<file path="config.mk">
export PLATFORM = sky130hd
export DESIGN_NAME = fetch_sequencer_flat
export DESIGN_NICKNAME = d
export VERILOG_FILES = /design/src/rtl/fetch_sequencer_if.sv /design/src/rtl/fetch_sequencer.sv /design/src/flat_wrapper.sv
export SDC_FILE = /design/constraint.sdc
export NUM_CORES = 1
export LEC_CHECK = 0
export ABC_CLOCK_PERIOD_IN_PS = 2500
export BUFFER_PORTS_ARGS = -buffer_cell sky130_fd_sc_hd__buf_4
export CAP_MARGIN = 15
export CORE_MARGIN = 3
export CORE_UTILIZATION = 35
export DETAILED_ROUTE_END_ITERATION = 8
export GPL_ROUTABILITY_DRIVEN = 1
export GPL_TIMING_DRIVEN = 0
export HOLD_SLACK_MARGIN = 0.02
export PLACE_DENSITY = 0.71
export SYNTH_ARGS = -nofsm -noshare
export SYNTH_HDL_FRONTEND = slang
export SYNTH_SLANG_ARGS = --single-unit
</file>
<file path="constraint.sdc">
create_clock -name clk -period 2.5 [get_ports clk]
set_clock_uncertainty 0.2 [all_clocks]
set_input_delay 0.375 -clock clk [delete_from_list [all_inputs] [get_ports clk]]
set_output_delay 0.375 -clock clk [all_outputs]
set_load 0.1 [all_outputs]
</file>
<file path="src/rtl/fetch_sequencer_if.sv">
// Fetch sequencer bus: request/redirect inputs from the hazard and branch
// logic, current PC from the PC register, and the next-PC / fetch qualifier
// outputs back to the IF stage. The sequencer uses the slave modport.
interface fetch_sequencer_if #(
  parameter int PC_W = 8
);
  logic [PC_W-1:0] currentPC;
  logic            imem_ready;
  logic            stall;
  logic            branch_taken;
  logic [PC_W-1:0] branch_target;
  logic            jump;
  logic [PC_W-1:0] jump_target;
  logic            halt;
  logic            resume;
  logic [PC_W-1:0] nextPC;
  logic            fetch_valid;
  logic            if_flush;
  logic            halted;

  modport master (
    output currentPC, imem_ready, stall, branch_taken, branch_target,
           jump, jump_target, halt, resume,
    input  nextPC, fetch_valid, if_flush, halted
  );

  modport slave (
    input  currentPC, imem_ready, stall, branch_taken, branch_target,
           jump, jump_target, halt, resume,
    output nextPC, fetch_valid, if_flush, halted
  );
endinterface

</file>
<file path="src/rtl/fetch_sequencer.sv">
// IF-stage program counter controller. Produces nextPC every cycle from the
// current PC and the redirect / halt / stall / memory-ready requests, plus a
// fetch-valid qualifier and an IF/ID flush pulse.
// Optional feature macro: PC_CTRL_PERF_EN adds saturating redirect_cnt and
// stall_cnt performance counters as extra output ports.
//
// state    | meaning
// ---------+-----------------------------------------------------------
// RUN      | normal fetch, PC increments when memory is ready
// WAIT_MEM | memory not ready, PC held until imem_ready
// BUBBLE   | post-redirect bubbles, counter down to 1 then back to RUN
// HALTED   | PC frozen until resume or redirect
module fetch_sequencer #(
  parameter int PC_W             = 8,
  parameter int REDIRECT_BUBBLES = 1
) (
  input  logic              clk,
  input  logic              rst,
  fetch_sequencer_if.slave  bus
`ifdef PC_CTRL_PERF_EN
  ,
  output logic [15:0]       redirect_cnt,
  output logic [15:0]       stall_cnt
`endif
);

  typedef enum logic [1:0] {
    S_RUN      = 2'd0,
    S_WAIT_MEM = 2'd1,
    S_BUBBLE   = 2'd2,
    S_HALTED   = 2'd3
  } state_t;

  localparam logic [1:0] BUB_INIT = 2'(REDIRECT_BUBBLES);

  state_t          r_state;
  state_t          w_state_nxt;
  logic [1:0]      r_bub_cnt;
  logic [1:0]      w_bub_cnt_nxt;
  logic            r_halted;
  logic            w_redirect;
  logic [PC_W-1:0] w_next_pc;
  logic            w_fetch_valid;
  logic            w_if_flush;

  assign w_redirect = bus.jump | bus.branch_taken;

  // State, bubble counter and registered halted flag
  always_ff @(posedge clk or posedge rst) begin
    if (rst) begin
      r_state   <= S_RUN;
      r_bub_cnt <= 2'd0;
      r_halted  <= 1'b0;
    end else begin
      r_state   <= w_state_nxt;
      r_bub_cnt <= w_bub_cnt_nxt;
      r_halted  <= (w_state_nxt == S_HALTED);
    end
  end

  // Next-state and next-PC selection: redirect > halt > stall > mem wait > increment
  always_comb begin
    w_state_nxt   = r_state;
    w_bub_cnt_nxt = r_bub_cnt;
    w_next_pc     = bus.currentPC;
    w_fetch_valid = 1'b0;
    w_if_flush    = 1'b0;
    if (w_redirect) begin
      w_next_pc  = bus.jump ? bus.jump_target : bus.branch_target;
      w_if_flush = 1'b1;
      if (BUB_INIT == 2'd0) begin
        w_state_nxt   = S_RUN;
        w_bub_cnt_nxt = 2'd0;
      end else begin
        w_state_nxt   = S_BUBBLE;
        w_bub_cnt_nxt = BUB_INIT;
      end
    end else if (bus.halt) begin
      // halt together with resume keeps the controller halted
      w_state_nxt   = S_HALTED;
      w_bub_cnt_nxt = 2'd0;
    end else begin
      case (r_state)
        S_HALTED: begin
          if (bus.resume) w_state_nxt = S_RUN;
        end
        S_BUBBLE: begin
          // stall does not extend the bubble window
          if (r_bub_cnt <= 2'd1) begin
            w_state_nxt   = S_RUN;
            w_bub_cnt_nxt = 2'd0;
          end else begin
            w_bub_cnt_nxt = r_bub_cnt - 2'd1;
          end
        end
        default: begin
          if (bus.stall) begin
            w_state_nxt = r_state;
          end else if (!bus.imem_ready) begin
            w_state_nxt = S_WAIT_MEM;
          end else begin
            w_next_pc     = bus.currentPC + PC_W'(1);
            w_fetch_valid = 1'b1;
            w_state_nxt   = S_RUN;
          end
        end
      endcase
    end
  end

  assign bus.nextPC      = w_next_pc;
  assign bus.fetch_valid = w_fetch_valid;
  assign bus.if_flush    = w_if_flush;
  assign bus.halted      = r_halted;

`ifdef PC_CTRL_PERF_EN
  logic [15:0] r_redirect_cnt;
  logic [15:0] r_stall_cnt;
  logic        w_stall_evt;

  assign w_stall_evt = !w_fetch_valid && (r_state != S_HALTED);

  // Saturating counters of accepted redirects and non-fetch cycles outside HALTED
  always_ff @(posedge clk or posedge rst) begin
    if (rst) begin
      r_redirect_cnt <= 16'd0;
      r_stall_cnt    <= 16'd0;
    end else begin
      if (w_redirect && (r_redirect_cnt != 16'hFFFF))
        r_redirect_cnt <= r_redirect_cnt + 16'd1;
      if (w_stall_evt && (r_stall_cnt != 16'hFFFF))
        r_stall_cnt <= r_stall_cnt + 16'd1;
    end
  end

  assign redirect_cnt = r_redirect_cnt;
  assign stall_cnt    = r_stall_cnt;
`endif

endmodule

</file>
<file path="src/flat_wrapper.sv">
// flat-port wrapper written by rule: the top's interface ports become plain ports
module fetch_sequencer_flat 
#(
  parameter int PC_W             = 8,
  parameter int REDIRECT_BUBBLES = 1
)
  (clk, rst, bus_currentPC, bus_imem_ready, bus_stall, bus_branch_taken, bus_branch_target, bus_jump, bus_jump_target, bus_halt, bus_resume, bus_nextPC, bus_fetch_valid, bus_if_flush, bus_halted);
  fetch_sequencer_if #(.PC_W(PC_W)) bus_i ();
  input  logic clk;
  input  logic rst;
  input wire logic [$bits(bus_i.currentPC)-1:0] bus_currentPC;
  input wire logic [$bits(bus_i.imem_ready)-1:0] bus_imem_ready;
  input wire logic [$bits(bus_i.stall)-1:0] bus_stall;
  input wire logic [$bits(bus_i.branch_taken)-1:0] bus_branch_taken;
  input wire logic [$bits(bus_i.branch_target)-1:0] bus_branch_target;
  input wire logic [$bits(bus_i.jump)-1:0] bus_jump;
  input wire logic [$bits(bus_i.jump_target)-1:0] bus_jump_target;
  input wire logic [$bits(bus_i.halt)-1:0] bus_halt;
  input wire logic [$bits(bus_i.resume)-1:0] bus_resume;
  output wire logic [$bits(bus_i.nextPC)-1:0] bus_nextPC;
  output wire logic [$bits(bus_i.fetch_valid)-1:0] bus_fetch_valid;
  output wire logic [$bits(bus_i.if_flush)-1:0] bus_if_flush;
  output wire logic [$bits(bus_i.halted)-1:0] bus_halted;
  assign bus_i.currentPC = bus_currentPC;
  assign bus_i.imem_ready = bus_imem_ready;
  assign bus_i.stall = bus_stall;
  assign bus_i.branch_taken = bus_branch_taken;
  assign bus_i.branch_target = bus_branch_target;
  assign bus_i.jump = bus_jump;
  assign bus_i.jump_target = bus_jump_target;
  assign bus_i.halt = bus_halt;
  assign bus_i.resume = bus_resume;
  assign bus_nextPC = bus_i.nextPC;
  assign bus_fetch_valid = bus_i.fetch_valid;
  assign bus_if_flush = bus_i.if_flush;
  assign bus_halted = bus_i.halted;
  fetch_sequencer #(.PC_W(PC_W), .REDIRECT_BUBBLES(REDIRECT_BUBBLES)) u_core (.clk(clk), .rst(rst), .bus(bus_i));
endmodule
</file>
==> results of run 1 <==
-- synth_stat cells, types with 2 or more instances --
cell                       n  share of area [%]
sky130_fd_sc_hd__a21oi_1   9                7.9
sky130_fd_sc_hd__nor2b_1   7                7.7
sky130_fd_sc_hd__nand2_1   6                3.9
sky130_fd_sc_hd__a211oi_1  5                6.6
sky130_fd_sc_hd__dfrtp_1   5                 22
sky130_fd_sc_hd__inv_1     5                3.3
sky130_fd_sc_hd__nand4_1   4                4.4
sky130_fd_sc_hd__xor2_1    4                6.1
sky130_fd_sc_hd__nor2_1    3                2.0
sky130_fd_sc_hd__a31oi_1   2                2.2
sky130_fd_sc_hd__and3_1    2                2.2
sky130_fd_sc_hd__clkbuf_1  2                1.3
sky130_fd_sc_hd__o21ai_0   2                1.8
sky130_fd_sc_hd__xnor2_1   2                3.1
-- what timing repair did --
item                       in CTS  in global routing
pin swaps                       1                  9
hold endpoints to repair        5                  0
gates cloned                    0                  0
hold buffers                    1                  0
setup buffers                   0                  2
setup endpoints to repair       7                  7
gates resized for setup         3                 19
-- layer usage --
| layer | routed length, microns | share of wire [%] |
|---|---|---|
| met2 | 922 | 47 |
| met4 | 0 | 0 |
| met3 | 206 | 11 |
| met5 | 0 | 0 |
| met1 | 830 | 42 |
-- power by group --
part,total [mW],switching (mW),internal (mW)
Sequential,0.0871,0.00284,0.0843
Combinational,0.270,0.168,0.102
Clock,0.0958,0.0353,0.0605
Total,0.453,0.206,0.247
-- sequential cells by signal, indices dropped and copies added, names as in the netlist --
register	count
u_core.r_bub_cnt	2
u_core.bus.halted	1
u_core.r_state	2
-- critical path: cells and delay by family, from the launching register on --
family	cells	cell delay [ns]
flops	1	0.43
simple gates	1	0.59
xor+xnor	1	0.14
compound gates	1	0.07
buf+inv	1	0.19
mux	1	0.21
-- kinds of logic (layout without fill, tap and decap cells) --
group                    count (synthesis)  in the layout
buffers and inverters                    7             56
flip-flops                               5              5
adder cells (fa/ha/maj)                  1              1
XOR/XNOR                                 6              6
multiplexers                             1              1
AO/OA/AOI/OAI                           24             24
AND/OR/NAND/NOR                         29             29
-- cell type report --
cell class,instances,area (sq um)
tap,15,18.8
timing repair buffer,45,413
sequential,5,126
multi-input combinational,61,505
fill,103,298
clock buffer,4,26.3
inverter,5,18.8
buffer,2,8.76
-- final timing paths --
kind | to | slack, ns | cells past startpoint
max | bus_nextPC[0] | 0.04 | 5
min | u_core.r_bub_cnt[0] | 0.18 | 2
max reg2reg | u_core.r_bub_cnt[0] | 0.95 | 6
min reg2reg | u_core.r_bub_cnt[1] | 0.36 | 1
max in group asynchronous | u_core.r_state[1] | 1.52 | 3
min in group asynchronous | u_core.r_bub_cnt[1] | 0.39 | 3
==> run summary, run 1 <==
### Outcome
• completed — result of the run

### Global route
• 2.90 mm — wire length of the first global-routing pass
• 18.9% — combined global-route utilization of all metal layers
• 6.64% — global-route track usage on met3
• 0 — antenna violations before repair
• 0 — GRT Residual Overflow
• 11 — largest net degree at the start of global routing
• 658 — vias in the first global route
• met2 — Most Crowded Layer GR
• 29.9% — met2 Usage GRT
• 25.3% — GR Layer Usage met1

### Route
• 0 — Remaining DRCs
• 4 — first-pass detailed-route iteration total
• 1.96 mm — detailed-route wire length
• 0 — post-route antenna net violation count
• 14.3 microns — detailed-route wire length per cell
• 5.39 — via-per-instance ratio
• 738 — vias
• 10 — number of violations reported at the end of detailed-routing iteration 0

### Worst setup path
• 1.92 ns — required time of the critical path
• sky130_fd_sc_hd__or4b_4 — slowest library cell on the worst path
• 1.89 ns — Arr. time, crit path
• u_core.r_state[1] — Setup crit start
• output pin — endpoint kind of the worst setup timing path
• 0.59 ns — slowest cell delay on critical path
• flop to output pin — class of the most critical setup path
• flop — kind of start point of the critical path
• u_core.r_state[1] — beginning of the worst register-to-register path
• or4b_4 -> xnor2_1 -> mux2i_1 -> o21ai_4 -> buf_8 — list of cells traversed by the critical path
• 3 — critical path peak fanout

### Yosys
• 572 sq um — post-synthesis cell area
• 100% — fraction of synthesis flops using an asynchronous set or reset pin
• 29 — count of cell types in the netlist
• 0 — warnings from Yosys
• sky130_fd_sc_hd__dfrtp_1 — ys flop type
• 1.75% — mux share of post-synthesis cell area
• simple AND/OR/NAND/NOR gates — dominant combinational cell family by area after synthesis
• 33.0% — Synth Area in Simple Gates
• 5 — post-synthesis register bit count
• 9.19% — xor/xnor share of the synthesized area
• 73 — cell count after synthesis
• 21.9% — fraction of the yosys area taken by sequential cells
• 27.4% — compound-gate portion of the synthesized area
• 2.19% — fraction of the mapped netlist area in adder cells
• 7.83 sq um — Post-Syn Area per Cell
• 106 — post-synth net total
• 0 — EDFF count, synth

### Layout
• 156 — Final nets
• 0 — # diodes
• 79.0% — fin util
• sky130_fd_sc_hd__buf_4, sky130_fd_sc_hd__nor2b_1, sky130_fd_sc_hd__nand2_1 — highest-count cells in the layout ignoring fill and taps
• sky130_fd_sc_hd__buf_4 — most frequent standard cell in the layout excluding fill and tap cells
• 137 — Final Non-Filler Cells
• 95.4% — Layout area overhead
• 51.6% — share of post-route cells with drive strength above 1
• 1120 sq um — finished layout cell area

### Power and ir drop
• 405 nW/um^2 — power density normalized to cell area
• 453 uW — power consumption
• 0.277 mV — Peak supply drop
• 0.500 nW — static leakage

### Clocking
• 2 — maximum clock path buffer count
• yes — clock tree from TritonCTS
• 0.05 ns — Clock transition at path regs
• 5 — sinks on the clock net
• 0.25 ns — clock latency at the later pin of the worst-skew pair
• 1 — H-tree levels
• sky130_fd_sc_hd__clkbuf_4 — master cell of the clock root buffer
• 3 — CTS buffer count

### Timing
• 0.182 ns — worst-case hold slack
• 0 ns — TNS Setup
• 0 — final-report hold violation count
• 57.3% — Relative slew margins
• 98.6% — Final period util
• 2.46 ns — time the final worst path needs with I/O delays and setup
• 0 — final setup violating endpoints
• 0.0359 ns — min setup slack post-route
• yes — unrepaired setup endpoints after global routing
• 0 — final max-slew violation count
• 406 MHz — maximum operating frequency
• 0.641 ns — worst slew pin tran

### Floorplan
• 2150 sq um — full die area
• 40.4% — initial core utilization
• 43 — IO Count
• 13 — number of placement rows
• 1420 sq um — area of the core
• 46.4 microns — Die H
• 46.4 microns — die width

### Placement
• 42 — count of buffers inserted at the top-level ports
• 0.0208 ns — DP Worst Slack
• 987 sq um — post-detailed-placement cell area
• 130 — number of placed cells counting well taps
• 0.752 — routability congestion estimate from global placement
• 1.49 mm — estimated wirelength of the detail-placed design

### Run
• 0 — max-cap check violation count

### Min path
• bus_halt — min-delay src
• primary input to flop — class of the worst hold path

No activity file was read; power rests on OpenSTA's default activity.
==> inputs of run 2 (changes only) <==
Settings changed: MAX_ROUTING_LAYER from default to met4.
==> run summary, run 2 (synthesis gave the netlist of run 1 again) <==
### Placement
• 987 sq um — post-detailed-placement cell area
• 1.49 mm — estimated wirelength of the detail-placed design
• 42 — count of buffers inserted at the top-level ports
• 0.761 — routability congestion estimate from global placement

### Clocking
• 1 — H-tree levels
• 3 — CTS buffer count
• 0.05 ns — Clock transition at path regs
• yes — clock tree from TritonCTS
• 0.25 ns — clock latency at the later pin of the worst-skew pair
• 5 — sinks on the clock net
• sky130_fd_sc_hd__clkbuf_4 — master cell of the clock root buffer
• 2 — maximum clock path buffer count

### Route
• 1.96 mm — detailed-route wire length
• 4 — first-pass detailed-route iteration total
• met3 — top metal layer carrying routed signals
• 0 — post-route antenna net violation count
• 0 — Remaining DRCs
• 918 microns — Routed met2 length
• 10 — number of violations reported at the end of detailed-routing iteration 0
• 730 — vias
• 829 microns — DRT met1 WL
• 209 microns — routed wl met3
• 14.3 microns — detailed-route wire length per cell
• 5.33 — via-per-instance ratio

### Floorplan
• 2150 sq um — full die area
• 43 — IO Count
• 40.4% — initial core utilization
• 46.4 microns — die width
• 13 — number of placement rows
• 1420 sq um — area of the core
• 46.4 microns — Die H

### Run
• 0 — max-cap check violation count

### Power and ir drop
• 247 uW — internal cell power
• 0.277 mV — Peak supply drop
• 59.6% — power share of the combinational group
• 19.2% — Sequential Power Share
• 453 uW — power consumption
• 0.500 nW — static leakage
• 21.2% — relative contribution of the clock network to total power
• 206 uW — net load switching power
• 406 nW/um^2 — power density normalized to cell area
• 45.6% — share of total power consumed by net switching

### Worst setup path
• u_core.r_state[1] — beginning of the worst register-to-register path
• output pin — endpoint kind of the worst setup timing path
• 0.59 ns — slowest cell delay on critical path
• 1.89 ns — Arr. time, crit path
• u_core.r_state[1] — Setup crit start
• flop to output pin — class of the most critical setup path
• flop — kind of start point of the critical path
• 1 — total buffers and inverters traversed by the critical path
• 1.92 ns — required time of the critical path
• 3 — critical path peak fanout
• sky130_fd_sc_hd__or4b_4 — slowest library cell on the worst path
• or4b_4 -> xnor2_1 -> mux2i_1 -> o21ai_4 -> buf_8 — list of cells traversed by the critical path
• simple AND/OR/NAND/NOR gates — CP top delay family

### Layout
• 156 — Final nets
• 79.0% — fin util
• 95.4% — Layout area overhead
• 51.6% — share of post-route cells with drive strength above 1
• 103 — number of fill cells in the layout
• 0 — # diodes
• 1120 sq um — finished layout cell area
• sky130_fd_sc_hd__buf_4, sky130_fd_sc_hd__nor2b_1, sky130_fd_sc_hd__nand2_1 — highest-count cells in the layout ignoring fill and taps
• sky130_fd_sc_hd__buf_4 — most frequent standard cell in the layout excluding fill and tap cells

### Timing
• 98.6% — Final period util
• 0 — final setup violating endpoints
• 0.180 ns — worst-case hold slack
• yes — unrepaired setup endpoints after global routing
• 2.47 ns — time the final worst path needs with I/O delays and setup
• 0.643 ns — worst slew pin tran
• 57.2% — Relative slew margins
• 0 ns — TNS Setup
• 406 MHz — maximum operating frequency
• 0 — final max-slew violation count
• 0 — final-report hold violation count

### Outcome
• completed — result of the run

### Min path
• primary input to flop — class of the worst hold path
• bus_halt — min-delay src

### Global route
• 2.90 mm — wire length of the first global-routing pass
• 657 — vias in the first global route
• 0 — GRT Residual Overflow
• 11 — largest net degree at the start of global routing
• 0 — antenna violations before repair
• 19.4% — combined global-route utilization of all metal layers

==> run 2: cell counts in the layout (fill, tap and decap cells not counted) <==
No cell type changed its count.
==> run 2: area by class of cell <==
class | instances | area (sq um) | share of cell area [%]
flip-flops and latches | 5 | 126 | 11.3
inverters | 5 | 18.8 | 1.68
clock buffers | 4 | 26.3 | 2.35
repair buffers | 45 | 413 | 37.0
plain buffers | 2 | 8.76 | 0.784
well taps | 15 | 18.8 | 1.68
multi-input cells | 61 | 505 | 45.2
==> run 2: worst paths after layout <==
kind | end | slack (ns) | cells past startpoint
worst min-delay path | u_core.r_bub_cnt[0] | 0.18 | 2
min in group asynchronous | u_core.r_bub_cnt[1] | 0.39 | 3
worst max-delay path | bus_nextPC[0] | 0.03 | 5
max in group asynchronous | u_core.r_state[1] | 1.52 | 3
worst max register to register | u_core.r_bub_cnt[0] | 0.95 | 6
worst min register to register | u_core.r_bub_cnt[1] | 0.36 | 1
==> run 2: layer usage <==
layer  vias to the layer above  GRT usage, %
met5                         -             -
met4                         0          1.70
met3                         0          6.64
met2                        37          29.9
met1                       325          25.3
li1                        368             -
==> run 2: through the flow <==
step,instances,worst slack [ns]
floorplan,73,-0.0927
global placement,130,0.00594
detailed placement,130,0.0208
CTS,135,0.000847
global route,137,-0.0361
finish,137,0.0348
==> run 2: worst reg2reg max path: cells and delay by family (launching register included) <==
kind | cells | cell delay, ns
buffers and inverters | 2 | 0.23
AND/OR/NAND/NOR | 2 | 0.45
AO/OA/AOI/OAI | 2 | 0.19
flip-flops | 1 | 0.40
==> run 2: what timing repair did <==
item                                    CTS  global route
hold buffers                              1             0
pin swaps                                 1             9
gates cloned                              0             0
gates resized for setup                   3            19
setup buffers                             0             2
endpoints found under the hold margin     5             0
endpoints found under the setup margin    7             7
==> run 2: power groups by stage <==
stage	Sequential (mW)	Clock [mW]	Combinational, mW
2_1_floorplan	0.0920	0	0.158
4_1_cts	0.0875	0.0966	0.241
3_3_place_gp	0.0882	0	0.236
5_1_grt	0.0874	0.103	0.282
6_report	0.0871	0.0961	0.270
3_5_place_dp	0.0886	0	0.237
